## config.mk

```make
export PLATFORM = sky130hd
export DESIGN_NAME = spi_burst_send
export DESIGN_NICKNAME = d
export VERILOG_FILES = /design/src/rtl/spi_pkg.sv /design/src/rtl/spi_clk_gen.sv /design/src/rtl/spi_burst_send.sv
export SDC_FILE = /design/constraint.sdc
export NUM_CORES = 1
export LEC_CHECK = 0
export ABC_AREA = 1
export ABC_CLOCK_PERIOD_IN_PS = 3880
export BUFFER_PORTS_ARGS = -buffer_cell sky130_fd_sc_hd__buf_2
export CAP_MARGIN = 5
export CELL_PAD_IN_SITES_DETAIL_PLACEMENT = 1
export CELL_PAD_IN_SITES_GLOBAL_PLACEMENT = 2
export CORE_UTILIZATION = 32
export DETAILED_ROUTE_END_ITERATION = 8
export GPL_TIMING_DRIVEN = 1
export PLACE_DENSITY_LB_ADDON = 0.1
export SLEW_MARGIN = 20
export SYNTH_ARGS = -nofsm -noshare
export SYNTH_HDL_FRONTEND = slang
export SYNTH_SLANG_ARGS = --single-unit
```

## constraint.sdc

```tcl
create_clock -name clk_in -period 3.88 [get_ports clk_in]
set_input_delay 0.582 -clock clk_in [delete_from_list [all_inputs] [get_ports clk_in]]
set_output_delay 0.582 -clock clk_in [all_outputs]
set_load 0.02 [all_outputs]
```

## src/rtl/spi_pkg.sv

```systemverilog
// spi_pkg: shared FSM encoding and width helper for the SPI burst sender.
//   state_e   : IDLE / SHIFT / GAP
//   cnt_width : counter width for a modulus, never below one bit
package spi_pkg;

    typedef enum logic [1:0] {
        IDLE  = 2'd0,
        SHIFT = 2'd1,
        GAP   = 2'd2
    } state_e;

    function automatic int cnt_width(input int n);
        return n > 1 ? $clog2(n) : 1;
    endfunction

endpackage

```

## src/rtl/spi_clk_gen.sv

```systemverilog
// spi_clk_gen: DUTY-cycle divider producing DCLK and its edge strobes.
//   clk_in, rst_in : system clock, synchronous active-high reset
//   run_i          : counter runs (SHIFT or GAP), otherwise held at zero
//   shift_i        : DCLK may toggle (SHIFT only)
//   dclk_o         : divided clock, idles low
//   tick_o         : last cycle of a DUTY interval
//   rise_o, fall_o : DCLK will rise / fall on the next edge
module spi_clk_gen
    import spi_pkg::*;
#(
    parameter int DUTY = 50
) (
    input  logic clk_in,
    input  logic rst_in,
    input  logic run_i,
    input  logic shift_i,
    output logic dclk_o,
    output logic tick_o,
    output logic rise_o,
    output logic fall_o
);

    localparam int CW = cnt_width(DUTY);

    logic [CW-1:0] cnt_q, cnt_d;
    logic          dclk_q, dclk_d;

    assign tick_o = cnt_q == CW'(DUTY - 1);
    assign rise_o = shift_i && tick_o && !dclk_q;
    assign fall_o = shift_i && tick_o && dclk_q;
    assign dclk_o = dclk_q;

    always_comb begin
        cnt_d  = !run_i || tick_o ? '0 : cnt_q + CW'(1);
        dclk_d = shift_i && tick_o ? !dclk_q : dclk_q;
    end

    always_ff @(posedge clk_in) begin
        if (rst_in) begin
            cnt_q  <= '0;
            dclk_q <= 1'b0;
        end else begin
            cnt_q  <= cnt_d;
            dclk_q <= dclk_d;
        end
    end

endmodule

```

## src/rtl/spi_burst_send.sv

```systemverilog
// spi_burst_send: serialises DATA_WIDTH-bit words onto LINES parallel CIPO
//   lines, MSB chunk first, with a generated DCLK and an active-low CS.
//   clk_in, rst_in                  : system clock, synchronous active-high reset
//   data_in, data_valid_in, last_in,
//   mute_in, data_ready_out         : word handshake (accept on valid && ready)
//   chip_data_out, chip_clk_out,
//   chip_sel_out                    : SPI pins (data, DCLK, CS active-low)
//   busy_out                        : high whenever not IDLE
//   frame_done_out                  : one-cycle pulse as CS rises after a last word
module spi_burst_send
    import spi_pkg::*;
#(
    parameter int DATA_WIDTH      = 8,
    parameter int LINES           = 4,
    parameter int DATA_CLK_PERIOD = 100,
    parameter int CONTINUOUS      = 0
) (
    input  logic                  clk_in,
    input  logic                  rst_in,
    input  logic [DATA_WIDTH-1:0] data_in,
    input  logic                  data_valid_in,
    input  logic                  last_in,
    input  logic                  mute_in,
    output logic                  data_ready_out,
    output logic [LINES-1:0]      chip_data_out,
    output logic                  chip_clk_out,
    output logic                  chip_sel_out,
    output logic                  busy_out,
    output logic                  frame_done_out
);

    localparam int BEATS = DATA_WIDTH / LINES;
    localparam int DUTY  = DATA_CLK_PERIOD / 2;
    localparam int BW    = cnt_width(BEATS + 1);

    if (DATA_WIDTH % LINES != 0 || DATA_CLK_PERIOD < 2 || DATA_CLK_PERIOD % 2 != 0) begin : g_bad_params
        $error("spi_burst_send: DATA_WIDTH must be a multiple of LINES and DATA_CLK_PERIOD even and >= 2");
    end

    state_e                state_q, state_d;
    logic [DATA_WIDTH-1:0] sh_q, sh_d;
    logic [BW-1:0]         beat_q, beat_d;
    logic                  last_q, last_d;
    logic                  cs_q, cs_d;
    logic                  done_q, done_d;
    logic                  dclk, tick, rise, fall;
    logic                  accept, final_fall;

    spi_clk_gen #(.DUTY(DUTY)) u_clk_gen (
        .clk_in  (clk_in),
        .rst_in  (rst_in),
        .run_i   (state_q != IDLE),
        .shift_i (state_q == SHIFT),
        .dclk_o  (dclk),
        .tick_o  (tick),
        .rise_o  (rise),
        .fall_o  (fall)
    );

    // Beats are counted as the receiver samples them (DCLK rise); the fall
    // after the BEATS-th rise closes the word.
    assign final_fall     = state_q == SHIFT && fall && beat_q == BW'(BEATS);
    // In continuous mode the next word may join on the closing fall, unless
    // the current word ends a frame.
    assign data_ready_out = !rst_in && (state_q == IDLE ||
                            (CONTINUOUS != 0 && final_fall && !last_q));
    assign accept         = data_valid_in && data_ready_out;

    assign chip_data_out  = sh_q[DATA_WIDTH-1 -: LINES];
    assign chip_clk_out   = dclk;
    assign chip_sel_out   = cs_q;
    assign busy_out       = !rst_in && state_q != IDLE;
    assign frame_done_out = !rst_in && done_q;

    always_comb begin
        state_d = state_q;
        sh_d    = sh_q;
        beat_d  = beat_q;
        last_d  = last_q;
        cs_d    = cs_q;
        done_d  = 1'b0;
        if (accept) begin
            state_d = SHIFT;
            sh_d    = mute_in ? '0 : data_in;
            beat_d  = '0;
            last_d  = last_in;
            cs_d    = 1'b0;
        end else if (final_fall) begin
            // Last chunk stays on the pins through GAP.
            state_d = GAP;
            cs_d    = 1'b1;
            done_d  = last_q;
        end else if (state_q == SHIFT) begin
            beat_d = rise ? beat_q + BW'(1) : beat_q;
            sh_d   = fall ? sh_q << LINES : sh_q;
        end else if (state_q == GAP && tick) begin
            state_d = IDLE;
            sh_d    = '0;
        end
    end

    always_ff @(posedge clk_in) begin
        if (rst_in) begin
            state_q <= IDLE;
            sh_q    <= '0;
            beat_q  <= '0;
            last_q  <= 1'b0;
            cs_q    <= 1'b1;
            done_q  <= 1'b0;
        end else begin
            state_q <= state_d;
            sh_q    <= sh_d;
            beat_q  <= beat_d;
            last_q  <= last_d;
            cs_q    <= cs_d;
            done_q  <= done_d;
        end
    end

endmodule
```

# Yosys cells after proc, flatten, opt, wreduce, memory -nomap -nowiden
# Index checks and enable logic that the tools add are counted.
# W data, S select, Z words.
# word_totals
latchBits	0
ff_bits	22
n_memories	0
ramBits	0
romBits	0
# classes
eq_ne	8
add_sub_neg	2
n_mul	0
n_reduce_logical	27
n_bitwise	1
shifts	0
div	0
muxes	12
order_cmp	0
# op_table
op	count
$mux W8	6
$logic_and A1 B1 Y1	10
$add A6 B1 Y6 const B	1
$eq A6 B6 Y1 const B	1
$mux W2	3
$ne A3 B3 Y1 const B	2
$reduce_and A3 Y1	2
$reduce_bool A2 Y1	3
$reduce_bool A3 Y1	2
$eq A2 B2 Y1 const B	2
$ne A2 B2 Y1 const B	2
$reduce_and A2 Y1	2
$reduce_or A2 Y1	2
$logic_not A1 Y1	3
$mux W1	3
$reduce_or A3 Y1	1
$add A2 B1 Y2 const B	1
$eq A2 B1 Y1 const B	1
$logic_not A2 Y1	1
$logic_or A1 B1 Y1	1
$not A1 Y1	1

# Longest topological paths before layout
# Gate-level depths: netlist (run 1).
# logic_depth
depth_word	7
ltp_mapped	11

# Hierarchy
# A second synthesis (run 1) with hierarchy kept.
# unflattened
hier_cells	160
area_unflattened_um2	1194.9
# by_module_without_submodules
mod	n_inst	area_per_inst_um2	seq_area_each_um2	cells_per_inst
spi_burst_send	1	843.3	300.3	118
spi_clk_gen	1	351.6	140.1	42

# Worst setup path after synthesis (run 1)
# Ideal clock, no wire load.
# synth_path
path_type	input port to output port
from	input port rst_in
to	output port data_ready_out
arrival_ps	1215
required_ps	3298
path_slack_ps	2083
path_buffers	1
path_stages	2
cell_sequence	buf_2 -> nor3_1
# synth_via
elab_chain_len	2
# synth_rtl
element	line_no	text
start: declaration	spi_burst_send.sv:19	input logic rst_in,
$logic_not A1 Y1	spi_burst_send.sv:65	assign data_ready_out = !rst_in && (state_q == IDLE ||
$logic_and A1 B1 Y1	spi_burst_send.sv:65	
end: declaration	spi_burst_send.sv:24	output logic data_ready_out,
# No other way between the ends.

# Worst setup path after layout (run 1)
# layout_path
from	register state_q[0]
to	output port busy_out
# layout_via
elab_chain_len	2
# layout_rtl
element	line_no	text
start: declaration	spi_burst_send.sv:40	state_e state_q, state_d;
start signal: assignment	spi_burst_send.sv:111	state_q <= state_d;
$reduce_bool A2 Y1	spi_burst_send.sv:72	assign busy_out = !rst_in && state_q != IDLE;
$logic_and A1 B1 Y1	spi_burst_send.sv:72	
end: declaration	spi_burst_send.sv:28	output logic busy_out,
# No other way between the ends.

==> results.sh, run 1 <==
export IMPL_ys_ff_latch=22
export IMPL_p_comb_share_pct=17.5
export IMPL_drive_gt1_share_pct=31.74
export IMPL_cts_resized_gates=0
export IMPL_insertion_delay_ns=0.32
export IMPL_synth_common_cells="33 x nand2_1, 22 x dfxtp_1, 21 x nor2_1"
export IMPL_fin_cells=213
export IMPL_outcome="complete, no violations"
export IMPL_min_to="last_q"
export IMPL_post_drt_wl_per_cell_um=10.98
export IMPL_gr_total_overflow=0
export IMPL_synthesis_nets=164
export IMPL_p_seq_share_pct=53.3
export IMPL_fin_crit_ns=1.827
export IMPL_fin_skew_ns=0.006365
export IMPL_syn_area_um2=1121
export IMPL_diodes=0
export IMPL_drv_cap=0
export IMPL_grt_pass1_wl_mm=3.974
export IMPL_fin_nets=184
export IMPL_vdd_drop_max_mv=0.1812
export IMPL_fp_dieArea_um2=3744
export IMPL_placed_area_um2=1237
export IMPL_crit_buf_inv=1
export IMPL_p_leak_nw=0.5629
export IMPL_r2r_cells=8
export IMPL_rr_startpoint="u_clk_gen.cnt_q[0]"
export IMPL_die_h_um=61.19
export IMPL_cts_setup_buffers=0
export IMPL_post_route_period_util_pct=47.10
export IMPL_cts_sinks=22
export IMPL_grt_pass1_vias=889
export IMPL_critPathKind="flip-flop to output pin"
export IMPL_yosysSeqAreaShare_pct=39.29
export IMPL_rrSetupSlack_ns=2.24
export IMPL_yosys_cell_types_count=27
export IMPL_place_congestion=0.6872
export IMPL_synth_edf_count=0
export IMPL_ant_nets=0
export IMPL_synth_top_cell_area_share_pct=39.29
export IMPL_core_um2=3337
export IMPL_synth_most_common_cell="nand2_1"
export IMPL_tightestPinTransition_ns=0.3123
export IMPL_num_vias=893
export IMPL_relSlewSlack_pct=79.16
export IMPL_swShare_pct=29.58
export IMPL_syn_avg_cell_area_um2=7.575
export IMPL_timing_rr_end="sh_q[4]"
export IMPL_hp_class="input port to flip-flop"
export IMPL_port_buffers=21
export IMPL_fin_area_um2=1274
export IMPL_switchingPower_uw=135.1
export IMPL_arrival_ns=1.25
export IMPL_root_buffer="clkbuf_4"
export IMPL_die_width_um=61.19
export IMPL_ys_top_cells_by_area="dfxtp_1 39%, nand2_1 11%, nor2_1 7.0%, inv_1 5.7%, nand2_2 3.9%"
export IMPL_slowest_delay_ns=0.49
export IMPL_antenna_found_initial=0
export IMPL_hold_violations=0
export IMPL_clk_pin_slew_ns=0.13
export IMPL_synth_flop_cell="dfxtp_1"
export IMPL_cts_tree="done"
export IMPL_yosys_warnings=0
export IMPL_route_detailed_drc=0
export IMPL_cts_buffers_inserted=3
export IMPL_place_inst=209
export IMPL_dp_hpwl_mm=1.880
export IMPL_gr_usage_all_layers_pct=14.86
export IMPL_final_setup_viol_count=0
export IMPL_first_pass_iters=2
export IMPL_path_delay_family="flip-flops"
export IMPL_synth_xor_area_share_pct=1.563
export IMPL_hold_path_startpoint="last_in"
export IMPL_cp_end_kind="output pin"
export IMPL_synth_largest_area_cell="dfxtp_1"
export IMPL_start_util_pct=33.60
export IMPL_hold_slack_ns=0.4579
export IMPL_cts_max_path_buffers=2
export IMPL_grt_max_degree=13
export IMPL_yosys_area_share_simple_pct=37.17
export IMPL_worstPathRequired_ns=3.30
export IMPL_p_total_uw=456.7
export IMPL_worstPathCellList="nor2_2 -> nor2_1 -> buf_2"
export IMPL_clkPwrFrac_pct=29.2
export IMPL_syn_inst=148
export IMPL_p_int_uw=321.6
export IMPL_synthAdderAreaFrac_pct=3.348
export IMPL_drtIter0Drc=21
export IMPL_power_density_nw_per_um2=358.5
export IMPL_vias_per_cell=4.192
export IMPL_rows=21
export IMPL_final_setup_tns_ns=0
export IMPL_synth_async_sr_flop_share_pct=0
export IMPL_maxSlewViolCount=0
export IMPL_muxShareOfSynthArea_pct=0
export IMPL_hold_buffers=0
export IMPL_hold_depth=3
export IMPL_synthToLayoutAreaGrowth_pct=13.62
export IMPL_rsz0062_at_grt="no"
export IMPL_routed_wl_mm=2.339
export IMPL_fmax_ghz=0.5472
export IMPL_cp_start_kind="flip-flop"
export IMPL_crit_fanout=5
export IMPL_cpMaxStageDelayCell="dfxtp_1"
export IMPL_htree_num_levels=1
export IMPL_synth_compound_area_share_pct=7.031
export IMPL_synth_top_family_by_area="simple AND/OR/NAND/NOR gates"
export IMPL_io_pins=22
==> cells in the final DEF, fill, tap and decap left out, drive strengths merged <==
cell type,n
buf,21
nor2,28
clkbuf,4
nor3,2
a21oi,9
nand2,41
xor2,1
nand4,2
o21ai,3
nand3,7
nor3b,2
dfxtp,22
ha,3
inv,20
xnor2,1
clkinv,1
==> area by class of cell <==
type / instances / area [um^2]
tap: 46 / 57.56
sequential: 22 / 440.4
timing repair buffer: 21 / 105.1
inverter: 21 / 83.83
multi-input combinational: 99 / 550.5
clock buffer: 4 / 36.28
fill: 440 / 2063
==> logic make-up (layout without fill, tap and decap cells) <==
group | Yosys count | after routing
adder cells (fa/ha/maj) | 3 | 3
flip-flops | 22 | 22
XOR/XNOR | 2 | 2
AO/OA/AOI/OAI | 12 | 12
AND/OR/NAND/NOR | 82 | 82
buffers and inverters | 27 | 46
==> stage by stage <==
| stage | setup WS (ns) | util [%] |
|---|---|---|
| floorplan | 2.083 | - |
| global placement | 2.135 | 37.08 |
| detailed placement | 2.043 | 37.08 |
| CTS | 2.014 | 38.17 |
| global route | 1.955 | 38.17 |
| finish | 2.053 | 38.17 |
==> power groups by stage <==
stage          sequential, mW  combinational (mW)  clock, mW
2_1_floorplan           0.249              0.0667          0
3_3_place_gp            0.248              0.0803          0
3_5_place_dp            0.249              0.0820          0
4_1_cts                 0.244              0.0824      0.139
5_1_grt                 0.245              0.0910      0.153
6_report                0.243              0.0801      0.133
==> routing by layer <==
layer	global-route usage [%]	part of all wire, %	vias to the layer above
met1	20.23	51	390
li1	-	-	485
met5	0	0	-
met4	6.818	1.5	0
met2	23.29	44	14
met3	2.101	3.0	4
==> flip-flops by register name, summed over array words and instances, names as in the netlist <==
| register | flops |
|---|---|
| sh_q | 8 |
| last_q | 1 |
| u_clk_gen.cnt_q | 6 |
| done_q | 1 |
| chip_sel_out | 1 |
| beat_q | 2 |
| u_clk_gen.dclk_o | 1 |
| state_q | 2 |
==> worst reg2reg max path, cell delays in order (launching register included) <==
cell	delay, ns
dfxtp_1	0.40
ha_1	0.19
nand2_1	0.07
nor2_2	0.10
nand2_1	0.09
o21ai_2	0.15
nand3_2	0.28
nor2_1	0.22
nor2_2	0.05
==> worst max-delay path by stage <==
stage	from	to	slack, ns	cells past startpoint
4_1_cts	state_q[0]	busy_out	2.01	3
3_5_place_dp	rst_in	sh_q[4]	2.04	7
2_1_floorplan	rst_in	data_ready_out	2.08	2
6_report	state_q[0]	busy_out	2.05	3
3_3_place_gp	rst_in	sh_q[6]	2.14	7
5_1_grt	state_q[0]	busy_out	1.96	3
Note: power is estimated with default switching activity, not from simulation.
==> run 2: changes to the inputs <==
ABC_AREA = 0   (was 1)
ABC_CLOCK_PERIOD_IN_PS = 1700   (was 3880)
CORE_UTILIZATION = 31   (was 32)
clock period = 1.7 ns   (was 3.88 ns; I/O delays follow)
==> run 2 against run 1 <==
  * The flow now finishes with violations (negative setup slack)
  * Routed wire length is 9.6% higher
  * Clock power is 80% higher
  * Global-route usage is 2.3 points higher
  * Sequential cell count stayed put
  * Combinational power is 64% higher
  * Clock skew is 0.0016 ns lower
  * Via count is 6.4% higher
  * Critical path type is now flip-flop to flip-flop
  * Critical endpoint is now sh_q[7]
  * Largest cell class unchanged
  * Highest routed layer unchanged
==> results.sh, run 2 <==
export IMPL_outcome="finished, violations left"
export IMPL_violations="negative setup slack"
export IMPL_grt_pass1_vias=987
export IMPL_relSlewSlack_pct=64.56
export IMPL_p_total_uw=913.1
export IMPL_p_comb_share_pct=14.4
export IMPL_cp_end_kind="flip-flop"
export IMPL_syn_avg_cell_area_um2=9.172
export IMPL_rr_startpoint="u_clk_gen.cnt_q[1]"
export IMPL_arrival_ns=2.14
export IMPL_synth_largest_area_cell="dfxtp_1"
export IMPL_antenna_found_initial=0
export IMPL_critPathKind="flip-flop to flip-flop"
export IMPL_post_drt_wl_per_cell_um=13.57
export IMPL_dp_hpwl_mm=1.988
export IMPL_grt_max_degree=12
export IMPL_synthesis_nets=125
export IMPL_grt_pass1_wl_mm=4.395
export IMPL_port_buffers=21
export IMPL_worstPathRequired_ns=1.90
export IMPL_post_route_period_util_pct=113.8
export IMPL_clkPwrFrac_pct=26.2
export IMPL_cts_max_path_buffers=2
export IMPL_synth_async_sr_flop_share_pct=0
export IMPL_fin_area_um2=1358
export IMPL_routed_wl_mm=2.564
export IMPL_layout_common_cells="21 x buf_2, 20 x dfxtp_1, 18 x buf_4, 15 x nor2_1, 11 x nor3_1"
export IMPL_die_width_um=58.79
export IMPL_route_detailed_drc=0
export IMPL_swShare_pct=26.34
export IMPL_yosys_cell_types_count=34
export IMPL_crit_start="u_clk_gen.cnt_q[1]"
export IMPL_vdd_drop_max_mv=0.2316
export IMPL_top_regs="sh_q x8, u_clk_gen.cnt_q x6"
export IMPL_p_int_uw=672.5
export IMPL_hold_path_startpoint="data_in[3]"
export IMPL_maxSlewViolCount=0
export IMPL_vias_per_cell=5.026
export IMPL_synth_common_cells="22 x dfxtp_1, 15 x nor2_1, 13 x nor3_1"
export IMPL_synth_edf_count=0
export IMPL_synth_top_cell_area_share_pct=44.06
export IMPL_first_pass_iters=4
export IMPL_drv_cap=0
export IMPL_p_seq_share_pct=59.4
export IMPL_regMostFlops="sh_q"
export IMPL_final_setup_viol_count=8
export IMPL_placed_area_um2=1247
export IMPL_power_density_nw_per_um2=672.6
export IMPL_fp_dieArea_um2=3456
export IMPL_fin_crit_ns=1.934
export IMPL_ys_top_cells_by_area="dfxtp_1 44%, nor3_1 6.5%, nor2_1 5.6%, a222oi_1 4.0%, ha_1 3.8%"
export IMPL_yosys_warnings=0
export IMPL_drive_gt1_share_pct=39.31
export IMPL_fin_nets=163
export IMPL_hp_class="input port to flip-flop"
export IMPL_gr_total_overflow=0
export IMPL_place_congestion=0.7482
export IMPL_drtIter0Drc=47
export IMPL_synthToLayoutAreaGrowth_pct=35.79
export IMPL_rows=20
export IMPL_ys_ff_latch=22
export IMPL_gr_usage_all_layers_pct=17.12
export IMPL_core_um2=3053
export IMPL_largest_register_ff_count=8
export IMPL_p_leak_nw=0.5588
export IMPL_tightestPinTransition_ns=0.5300
export IMPL_cts_buffers_inserted=3
export IMPL_hold_violations=0
export IMPL_syn_inst=109
export IMPL_rsz0062_at_grt="yes"
export IMPL_die_h_um=58.79
export IMPL_io_pins=22
export IMPL_layout_commonest_cell="buf_2"
export IMPL_start_util_pct=32.75
export IMPL_diodes=0
export IMPL_synth_flop_cell="dfxtp_1"
export IMPL_ant_nets=0
export IMPL_cts_sinks=22
export IMPL_switchingPower_uw=240.5
export IMPL_htree_num_levels=1
export IMPL_fmax_ghz=0.5171
export IMPL_fin_skew_ns=0.004755
export IMPL_synth_most_common_cell="dfxtp_1"
export IMPL_clk_pin_slew_ns=0.12
export IMPL_setup_ws_ns=-0.2340
export IMPL_crit_fanout=4
export IMPL_syn_area_um2=999.7
export IMPL_hold_buffers=0
export IMPL_final_setup_tns_ns=-1.154
export IMPL_num_vias=950
export IMPL_cp_start_kind="flip-flop"
export IMPL_yosysSeqAreaShare_pct=44.06
export IMPL_insertion_delay_ns=0.31
export IMPL_cts_tree="done"
export IMPL_root_buffer="clkbuf_4"
-- run 2: per-layer routing --
layer  GRT usage (%)  part of all wire (%)
met5               0                     0
met2           28.73                    48
met3           2.637                   3.9
met4           9.184                   2.0
met1           21.01                    46
-- run 2: logic make-up (layout without fill, tap and decap cells) --
kind of cell,after synthesis,count (layout),share of synthesized area [%]
buf+inv,12,48,6.758
compound gates,19,19,15.27
simple gates,48,48,25.78
flops,22,22,44.05
xor+xnor,5,5,4.381
fa+ha+maj,3,3,3.755
-- run 2: path summary, 6_finish.rpt --
path	to	slack [ns]	cells past startpoint
worst max-delay path	sh_q[7]	-0.23	6
worst min register to register	done_q	0.49	1
worst max register to register	sh_q[7]	-0.23	6
worst min-delay path	sh_q[3]	0.15	2
-- run 2: metrics by stage --
stage	hold WS, ns	cells	worst slack (ns)	utilization [%]
after floorplan	0.3879	109	-0.2604	-
after global placement	0.4630	184	-0.1674	40.86
after detailed placement	0.4662	184	-0.2598	40.86
after CTS	0.1460	190	-0.2615	44.84
after global routing	0.1450	189	-0.2930	44.47
final	0.1530	189	-0.2340	44.47
-- run 2: power groups by stage --
stage / combinational [mW] / sequential (mW) / clock (mW)
CTS: 0.136 / 0.542 / 0.254
global placement: 0.118 / 0.553 / 0
detailed placement: 0.121 / 0.553 / 0
global route: 0.146 / 0.544 / 0.269
finish: 0.131 / 0.542 / 0.240
floorplan: 0.0784 / 0.553 / 0
-- run 2: layout make-up --
class                      count  area [um^2]
tap                           44        55.05
timing repair buffer          42        274.0
inverter                       3        11.26
sequential                    22        442.9
fill                         395         1695
clock buffer                   3        22.52
multi-input combinational     75        551.8
-- run 2: what timing repair did --
item                                    4_1_cts  5_1_grt
endpoints found under the setup margin       14       18
resized for setup                            17        1
setup buffers                                 4        0
pin swaps                                    11        7
-- run 2: critical path: stages (launching register included) --
cell	delay, ns
dfxtp_2	0.34
inv_2	0.05
ha_4	0.10
or3b_4	0.37
or4b_4	0.55
a222oi_1	0.34
nor3_1	0.07
==> run 3: changes to the inputs <==
CORE_MARGIN = 2   (was unset)
==> run 3 against run 2 <==
  * The run still ends with negative setup slack left
  * Power down 0.44%
  * Sequential cell count unchanged
  * Setup slack better by 0.040 ns
  * Sequential share of layout area increased by 0.90 points
  * Critical path depth did not move
  * Die area is 6.9% higher
  * Maximum frequency rose by 2.1%
  * Clock power about the same
  * Non-clock buffer count fell by 2
  * Highest routed layer unchanged
  * Cell count fell by 1.1%
==> results.sh, run 3 (synthesized netlist as in run 2, its figures left out) <==
export IMPL_outcome="finished, violations left"
export IMPL_violations="negative setup slack"
export IMPL_wl_met3_um=93
export IMPL_setup_ws_ns=-0.1940
export IMPL_slowest_delay_ns=0.52
export IMPL_antenna_found_initial=0
export IMPL_crit_fanout=4
export IMPL_top_layer_used="met4"
export IMPL_fin_cells=187
export IMPL_path_delay_family="simple AND/OR/NAND/NOR gates"
export IMPL_cp_end_kind="flip-flop"
export IMPL_rsz0062_at_grt="yes"
export IMPL_rows=20
export IMPL_fin_area_um2=1321
export IMPL_cts_buffers_inserted=3
export IMPL_grt_pass1_vias=932
export IMPL_grt_max_degree=12
export IMPL_fmax_ghz=0.5280
export IMPL_power_density_nw_per_um2=688.0
export IMPL_nFillCells=389
export IMPL_gr_usage_all_layers_pct=15.84
export IMPL_io_pins=22
export IMPL_layout_commonest_cell="buf_2"
export IMPL_largest_register_ff_count=8
export IMPL_route_detailed_drc=0
export IMPL_cts_max_path_buffers=2
export IMPL_post_drt_wl_per_cell_um=13.84
export IMPL_cpMaxStageDelayCell="or4b_4"
export IMPL_cts_sinks=22
export IMPL_p_leak_nw=0.5297
export IMPL_fin_crit_ns=1.894
export IMPL_die_h_um=60.79
export IMPL_fin_nets=161
export IMPL_grt_pass1_wl_mm=4.188
export IMPL_hold_buffers=0
export IMPL_hold_violations=0
export IMPL_regMostFlops="sh_q"
export IMPL_vias_per_cell=5.070
export IMPL_post_route_period_util_pct=111.4
export IMPL_synthToLayoutAreaGrowth_pct=32.17
export IMPL_layout_common_cells="21 x buf_2, 20 x dfxtp_1, 19 x buf_4, 15 x nor2_1, 11 x nor3_1"
export IMPL_place_congestion=0.7667
export IMPL_diodes=0
export IMPL_dp_hpwl_mm=1.975
export IMPL_hp_class="input port to flip-flop"
export IMPL_arrival_ns=2.11
export IMPL_clk_pin_slew_ns=0.12
export IMPL_wl_met2_mm=1.212
export IMPL_cp_start_kind="flip-flop"
export IMPL_tightestPinTransition_ns=0.6069
export IMPL_num_vias=948
export IMPL_vdd_drop_max_mv=0.2918
export IMPL_relSlewSlack_pct=59.41
export IMPL_crit_buf_inv=1
export IMPL_drt_met1_wl_mm=1.204
export IMPL_critPathKind="flip-flop to flip-flop"
export IMPL_htree_num_levels=1
export IMPL_die_width_um=60.79
export IMPL_gr_total_overflow=0
export IMPL_fin_skew_ns=0.002581
export IMPL_routed_wl_mm=2.588
export IMPL_cts_tree="done"
export IMPL_port_buffers=21
export IMPL_fp_dieArea_um2=3695
export IMPL_insertion_delay_ns=0.31
export IMPL_start_util_pct=32.75
export IMPL_placed_area_um2=1232
export IMPL_drive_gt1_share_pct=37.76
export IMPL_drv_cap=0
export IMPL_ant_nets=0
export IMPL_root_buffer="clkbuf_4"
export IMPL_first_pass_iters=6
export IMPL_top_regs="sh_q x8, u_clk_gen.cnt_q x6"
export IMPL_worstPathRequired_ns=1.91
export IMPL_place_inst=182
export IMPL_final_setup_viol_count=9
export IMPL_maxSlewViolCount=0
export IMPL_core_um2=3053
export IMPL_drtIter0Drc=52
export IMPL_worstPathCellList="inv_2 -> ha_4 -> or3b_4 -> or4b_4 -> a222oi_1 -> nor3_1"
-- run 3: cell types whose count changed in the layout (fill, tap and decap cells not counted) --
cell     before  now
buf_4        18   19
buf_6         3    0
nor3_2        0    1
o21ai_2       1    0
nor3_4        2    1
o21ai_1       0    1
-- run 3: layout make-up --
class | count | area (um^2) | share of cell area, %
well taps | 44 | 55.05 | 4.167
inverters | 3 | 11.26 | 0.8523
repair buffers | 40 | 247.7 | 18.75
clock buffers | 3 | 22.52 | 1.705
flip-flops and latches | 22 | 442.9 | 33.52
multi-input cells | 75 | 541.8 | 41.00
-- run 3: what timing repair did --
item                                    4_1_cts  5_1_grt
setup buffers                                 1        1
endpoints found under the setup margin       11       13
resized for setup                             8        3
pin swaps                                     7        6
-- run 3: power breakdown --
group          total, mW  internal [mW]  switching, mW
Combinational      0.126         0.0536         0.0720
Clock              0.242         0.0830          0.158
Sequential         0.542          0.532        0.00977
Total              0.909          0.669          0.240
-- run 3: worst paths after layout --
path | slack, ns | from | endpoint | depth (start not counted)
setup / recovery | -0.19 | u_clk_gen.cnt_q[1] | sh_q[7] | 6
hold / removal | 0.16 | data_in[0] | sh_q[0] | 2
setup reg to reg | -0.19 | u_clk_gen.cnt_q[1] | sh_q[7] | 6
hold reg to reg | 0.48 | last_q | last_q | 2
-- run 3: stage by stage --
| stage | TNS, ns | total power, mW | hold WS [ns] | worst slack (ns) | util (%) |
|---|---|---|---|---|---|
| after floorplan | -1.419 | 0.6315 | 0.3879 | -0.2604 | - |
| after global placement | -1.125 | 0.6710 | 0.4648 | -0.1685 | 40.37 |
| after detailed placement | -1.664 | 0.6730 | 0.4668 | -0.2141 | 40.37 |
| after CTS | -1.159 | 0.9144 | 0.1605 | -0.1976 | 42.54 |
| after global routing | -1.992 | 0.9566 | 0.1479 | -0.2648 | 43.28 |
| final | -1.082 | 0.9091 | 0.1562 | -0.1940 | 43.28 |
-- run 3: routing by layer --
layer	up-vias	GRT usage, %
met5	-	0
met4	0	11.18
met3	5	2.132
met2	18	25.04
met1	458	19.77
li1	467	-
